## config.mk

```make
export PLATFORM = sky130hd
export DESIGN_NAME = pc_ras_unit
export DESIGN_NICKNAME = d
export VERILOG_FILES = /design/src/rtl/pc_ras_unit.sv
export SDC_FILE = /design/constraint.sdc
export NUM_CORES = 1
export LEC_CHECK = 0
export ABC_AREA = 1
export BUFFER_PORTS_ARGS = -buffer_cell sky130_fd_sc_hd__buf_2
export CAP_MARGIN = 20
export CORE_UTILIZATION = 40
export DETAILED_ROUTE_END_ITERATION = 8
export GPL_TIMING_DRIVEN = 0
export SLEW_MARGIN = 10
export SYNTH_ARGS = -nofsm -noshare
export SYNTH_HDL_FRONTEND = slang
export SYNTH_SLANG_ARGS = --single-unit
export TNS_END_PERCENT = 1
```

## constraint.sdc

```tcl
create_clock -name clock -period 6.36 [get_ports clock]
set_input_delay 1.272 -clock clock [delete_from_list [all_inputs] [get_ports clock]]
set_output_delay 1.272 -clock clock [all_outputs]
set_load 0.005 [all_outputs]
```

## src/rtl/pc_ras_unit.sv

```systemverilog
// Fetch-stage program counter with prioritised redirects, a circular
// return-address stack for call/return prediction, and an exception PC register.
module pc_ras_unit #(
  parameter int unsigned            ADDR_WIDTH   = 32,
  parameter int unsigned            STEP         = 1,
  parameter logic [ADDR_WIDTH-1:0]  RESET_VECTOR = '0,
  parameter logic [ADDR_WIDTH-1:0]  EXC_VECTOR   = ADDR_WIDTH'(32'h80),
  parameter int unsigned            RAS_DEPTH    = 4
) (
  input  logic                             clock,
  input  logic                             reset,
  input  logic                             stall,
  input  logic                             exception,
  input  logic                             ret,
  input  logic                             jump,
  input  logic                             call,
  input  logic [ADDR_WIDTH-1:0]            jump_target,
  input  logic                             branch,
  input  logic [ADDR_WIDTH-1:0]            branch_target,
  output logic [ADDR_WIDTH-1:0]            instruction_address,
  output logic [ADDR_WIDTH-1:0]            epc,
  output logic [$clog2(RAS_DEPTH+1)-1:0]   ras_count,
  output logic                             ras_overflow,
  output logic                             ras_underflow,
  output logic                             redirected
);

  localparam int unsigned PtrW = $clog2(RAS_DEPTH);
  localparam int unsigned CntW = $clog2(RAS_DEPTH + 1);
  localparam logic [CntW-1:0] CountMax = CntW'(RAS_DEPTH);

  logic [ADDR_WIDTH-1:0] pc_q, pc_d;
  logic [ADDR_WIDTH-1:0] epc_q, epc_d;
  logic [ADDR_WIDTH-1:0] pc_inc;
  logic [ADDR_WIDTH-1:0] ras_top;
  logic [ADDR_WIDTH-1:0] ras_q [RAS_DEPTH];
  logic [PtrW-1:0]       ptr_q, ptr_d;
  logic [CntW-1:0]       cnt_q, cnt_d;
  logic                  ovf_q, ovf_d;
  logic                  unf_q, unf_d;
  logic                  redir_q, redir_d;
  logic                  push_en;

  assign pc_inc  = pc_q + ADDR_WIDTH'(STEP);
  // Top read combinationally so a pop and the PC load share one edge.
  assign ras_top = ras_q[ptr_q];

  always_comb begin
    pc_d    = pc_inc;
    epc_d   = epc_q;
    ptr_d   = ptr_q;
    cnt_d   = cnt_q;
    ovf_d   = ovf_q;
    unf_d   = unf_q;
    redir_d = 1'b1;
    push_en = 1'b0;
    if (exception) begin
      pc_d  = EXC_VECTOR;
      epc_d = pc_q;
    end else if (ret) begin
      if (cnt_q != '0) begin
        pc_d  = ras_top;
        ptr_d = ptr_q - PtrW'(1);
        cnt_d = cnt_q - CntW'(1);
      end else begin
        pc_d  = jump_target;
        unf_d = 1'b1;
      end
    end else if (jump) begin
      pc_d = jump_target;
      if (call) begin
        push_en = 1'b1;
        ptr_d   = ptr_q + PtrW'(1);
        // A full stack wraps onto its oldest entry; depth stays saturated.
        if (cnt_q == CountMax) begin
          ovf_d = 1'b1;
        end else begin
          cnt_d = cnt_q + CntW'(1);
        end
      end
    end else if (branch) begin
      pc_d = branch_target;
    end else if (stall) begin
      pc_d    = pc_q;
      redir_d = 1'b0;
    end else begin
      redir_d = 1'b0;
    end
  end

  always_ff @(negedge clock) begin
    if (reset) begin
      pc_q    <= RESET_VECTOR;
      epc_q   <= '0;
      ptr_q   <= '0;
      cnt_q   <= '0;
      ovf_q   <= 1'b0;
      unf_q   <= 1'b0;
      redir_q <= 1'b0;
    end else begin
      pc_q    <= pc_d;
      epc_q   <= epc_d;
      ptr_q   <= ptr_d;
      cnt_q   <= cnt_d;
      ovf_q   <= ovf_d;
      unf_q   <= unf_d;
      redir_q <= redir_d;
    end
  end

  always_ff @(negedge clock) begin
    if (push_en && !reset) begin
      ras_q[ptr_d] <= pc_inc;
    end
  end

  assign instruction_address = pc_q;
  assign epc                 = epc_q;
  assign ras_count           = cnt_q;
  assign ras_overflow        = ovf_q;
  assign ras_underflow       = unf_q;
  assign redirected          = redir_q;

endmodule
```

==> qor.txt <==
mean post-synth cell area: 8.68 um^2
die area: 23900 um^2
critical path endpoint: ras_q[2][30]
required time of the critical path: 3340 ps
status: complete, no violations
Placement Cell Area: 10500 um^2
peak supply drop: 212 uV
sequence of cells on the critical path: buf_2 -> nand2_1 -> nor3_1 -> a211oi_1 -> o21ai_1 -> o21ai_4 -> nor2_4 -> buf_16
Max Cap Viol: 0
FILL cells: 2153
adder-cell area share of the yosys netlist: 0.349%
Tot GR Track Use: 28.5%
Gate Count Post-Synth: 1073
share of layout cells above drive strength 1: 15.8%
Via density: 5.38
number of global-route vias before repair: 9041
Leak Pwr: 5.68 nW
per-cell routed wire length: 19.4 um
xor/xnor share of the synthesized area: 1.20%
leading area contributor after synthesis: edfxtp_1
dpl hpwl: 23000 um
Power Dens Cells: 294 nW/um^2
largest net degree at the start of global routing: 24
Seq/Total Area, Yosys: 56.8%
critical path peak fanout: 18
Syn Nets: 1147
Reg2Reg Launch Point: ras_count[1]
total core area: 22700 um^2
Yosys cell types: 43
Hold Vio Cnt, Final: 0
EDFF count, synth: 128
1st-iter DRT viols: 1095
ys async rst share: 0%
Final Cell Area: 11900 um^2
startpoint type of the worst setup path: input pin
Residual DRC: 0
initial antenna violation count: 1
first-pass GRT wire length: 50200 um
Post-Synth Simple-Gate Area: 23.2%
Largest delay share family, worst path: simple AND/OR/NAND/NOR gates
YS warnings: 0
slew margin rel.: 40.8%
post-route ant nets: 0
Final Max Tran Viols: 0
CP Class: in -> reg
htree depth: 4
CP Depth: 8
setup violators final: 0
CTS Buf Count: 17
R2R depth: 8
die span in y: 155 um
Max Root-Sink Buffers: 2
starting density of the core: 41.0%
Max stage delay on crit path: 570 ps
Area contributors post-synth: edfxtp_1, dfxtp_1, nand2_1
setup slack, reg-to-reg: 3810 ps
IO Count: 142
Place WS: -741 ps
Seq cells post-synth: 200
Most used DFF post-synth: edfxtp_1
r2r endpoint: ras_q[2][30]
RSZ-0062 raised after global routing: no
area grow syn2layout: 28.3%
post-route setup slack: 24.2 ps
most frequent cell after synthesis: nand2_1
worst slew pin tran: 887 ps
worst hold path class: reg -> reg
Pwr Total: 3.51 mW
grt ovf: 0
register clock-pin slew on the reported worst setup and hold paths: 40 ps
critical path arrival: 3320 ps
total clock sinks: 200
# nets final: 1512
post-synthesis mux area share: 0%
gpl congestion: 0.900
clock skew: 26.0 ps
Mapped Area: 9310 um^2
Site Rows: 55
clock root buffer: clkbuf_16
clock latency on the worst-skew pair: 480 ps
post-synth top area share: 41.3%
Pre-antenna DRT Iters: 8
CP endpoint kind: flip-flop
vias: 9340
CP max-delay cell: nor2_4
die width: 155 um
top cells by count, synth: nand2_1, edfxtp_1, nor2_1
final hold slack: 492 ps
ant diodes: 0
combinational family with the most area after synthesis: simple AND/OR/NAND/NOR gates
post-synthesis compound-gate area fraction: 13.6%
IO buf count: 139
CTS tree: built
Buffers & Inverters on Critical Path: 2
crit path from: jump
final WL: 33700 um
-- registers in the layout, summed over array words and instances (netlist names) --
name and flops:
ras_overflow 1, instruction_address 32, ptr_q 2, ras_count 3
redirected 1, epc 32, ras_underflow 1, ras_q 128
-- cell usage in the layout, fill, tap and decap left out, types with 2 or more instances in the layout --
| cell type | instances |
|---|---|
| o21ai_1 | 6 |
| nand4_1 | 15 |
| o21ai_0 | 82 |
| nand2_1 | 324 |
| nor2_2 | 3 |
| nand3_1 | 40 |
| inv_1 | 254 |
| o22ai_1 | 3 |
| xor2_1 | 4 |
| clkinv_4 | 3 |
| nand3_2 | 2 |
| clkinv_8 | 5 |
| nor3_2 | 2 |
| inv_6 | 3 |
| buf_2 | 149 |
| nor2_4 | 11 |
| nor2_1 | 107 |
| dfxtp_1 | 72 |
| buf_1 | 3 |
| nand2_2 | 3 |
| nand2_4 | 2 |
| a21oi_1 | 86 |
| nor3_1 | 2 |
| nor2_8 | 2 |
| edfxtp_1 | 128 |
| a22oi_1 | 33 |
| o211ai_1 | 5 |
| clkbuf_16 | 17 |
| a41oi_1 | 3 |
| clkbuf_1 | 40 |
| inv_2 | 9 |
| xnor2_1 | 5 |
| buf_4 | 2 |
| buf_12 | 3 |
| buf_16 | 3 |
-- stage by stage --
stage	instances	TNS [ps]	util (%)
after floorplan	1073	-30850	-
after global placement	1497	-184730	45.7
after detailed placement	1501	-68820	46.2
after CTS	1735	0	52.4
after global routing	1736	0	52.6
final	1736	0	52.6
-- final cells by class --
class                           instances  area (um^2)  share of cell area, %
Buffer                                 53          211                   1.77
Clock buffer                           17          425                   3.56
Clock inverter                        215          948                   7.94
Inverter                               64          240                   2.01
Multi-Input combinational cell        755         3630                   30.4
Sequential cell                       200         5290                   44.2
Tap cell                              285          357                   2.98
Timing Repair Buffer                  147          853                   7.14
-- cell families (layout without fill, tap and decap cells) --
group / Yosys count / count (layout)
buffers and inverters: 118 / 496
AO/OA/AOI/OAI: 226 / 226
adder cells (fa/ha/maj): 2 / 2
AND/OR/NAND/NOR: 516 / 516
flip-flops: 200 / 200
XOR/XNOR: 11 / 11
-- worst min-delay path by stage --
stage,startpoint,endpoint,cells after the start,slack (ps)
after CTS,ras_overflow,ras_overflow,1,490
after detailed placement,ras_overflow,ras_overflow,1,480
after floorplan,ras_underflow,ras_underflow,2,450
final,ras_underflow,ras_underflow,2,490
after global placement,ras_underflow,ras_underflow,2,450
after global routing,ras_overflow,ras_overflow,1,520
-- metal layers --
layer | GRT usage [%] | vias to the layer above | wire length, um
met4 | 13.6 | 0 | 1070
met5 | 0 | - | 0
met1 | 36.5 | 4307 | 13900
met3 | 9.25 | 68 | 3480
met2 | 43.5 | 590 | 15300
li1 | - | 4375 | -
-- tightest hold or removal path: stages (launching register included) --
cell and delay [ps]:
dfxtp_1 340, nand2_1 50, o21ai_0 60
-- where the power goes --
group          internal [mW]  total (mW)  switching, mW
clock network          0.738        1.65          0.912
logic                  0.125       0.393          0.268
registers               1.43        1.47         0.0412
-- repair_timing --
| action | 4_1_cts | 5_1_grt |
|---|---|---|
| hold buffers | 0 | 0 |
| pin swaps | 3 | 1 |
| setup buffers | 3 | 1 |
| gates cloned | 0 | 0 |
| endpoints found under the hold margin | 0 | 0 |
| gates resized for setup | 2 | 3 |
| setup endpoints to repair | 90 | 58 |
(Power assumes the default switching activity.)
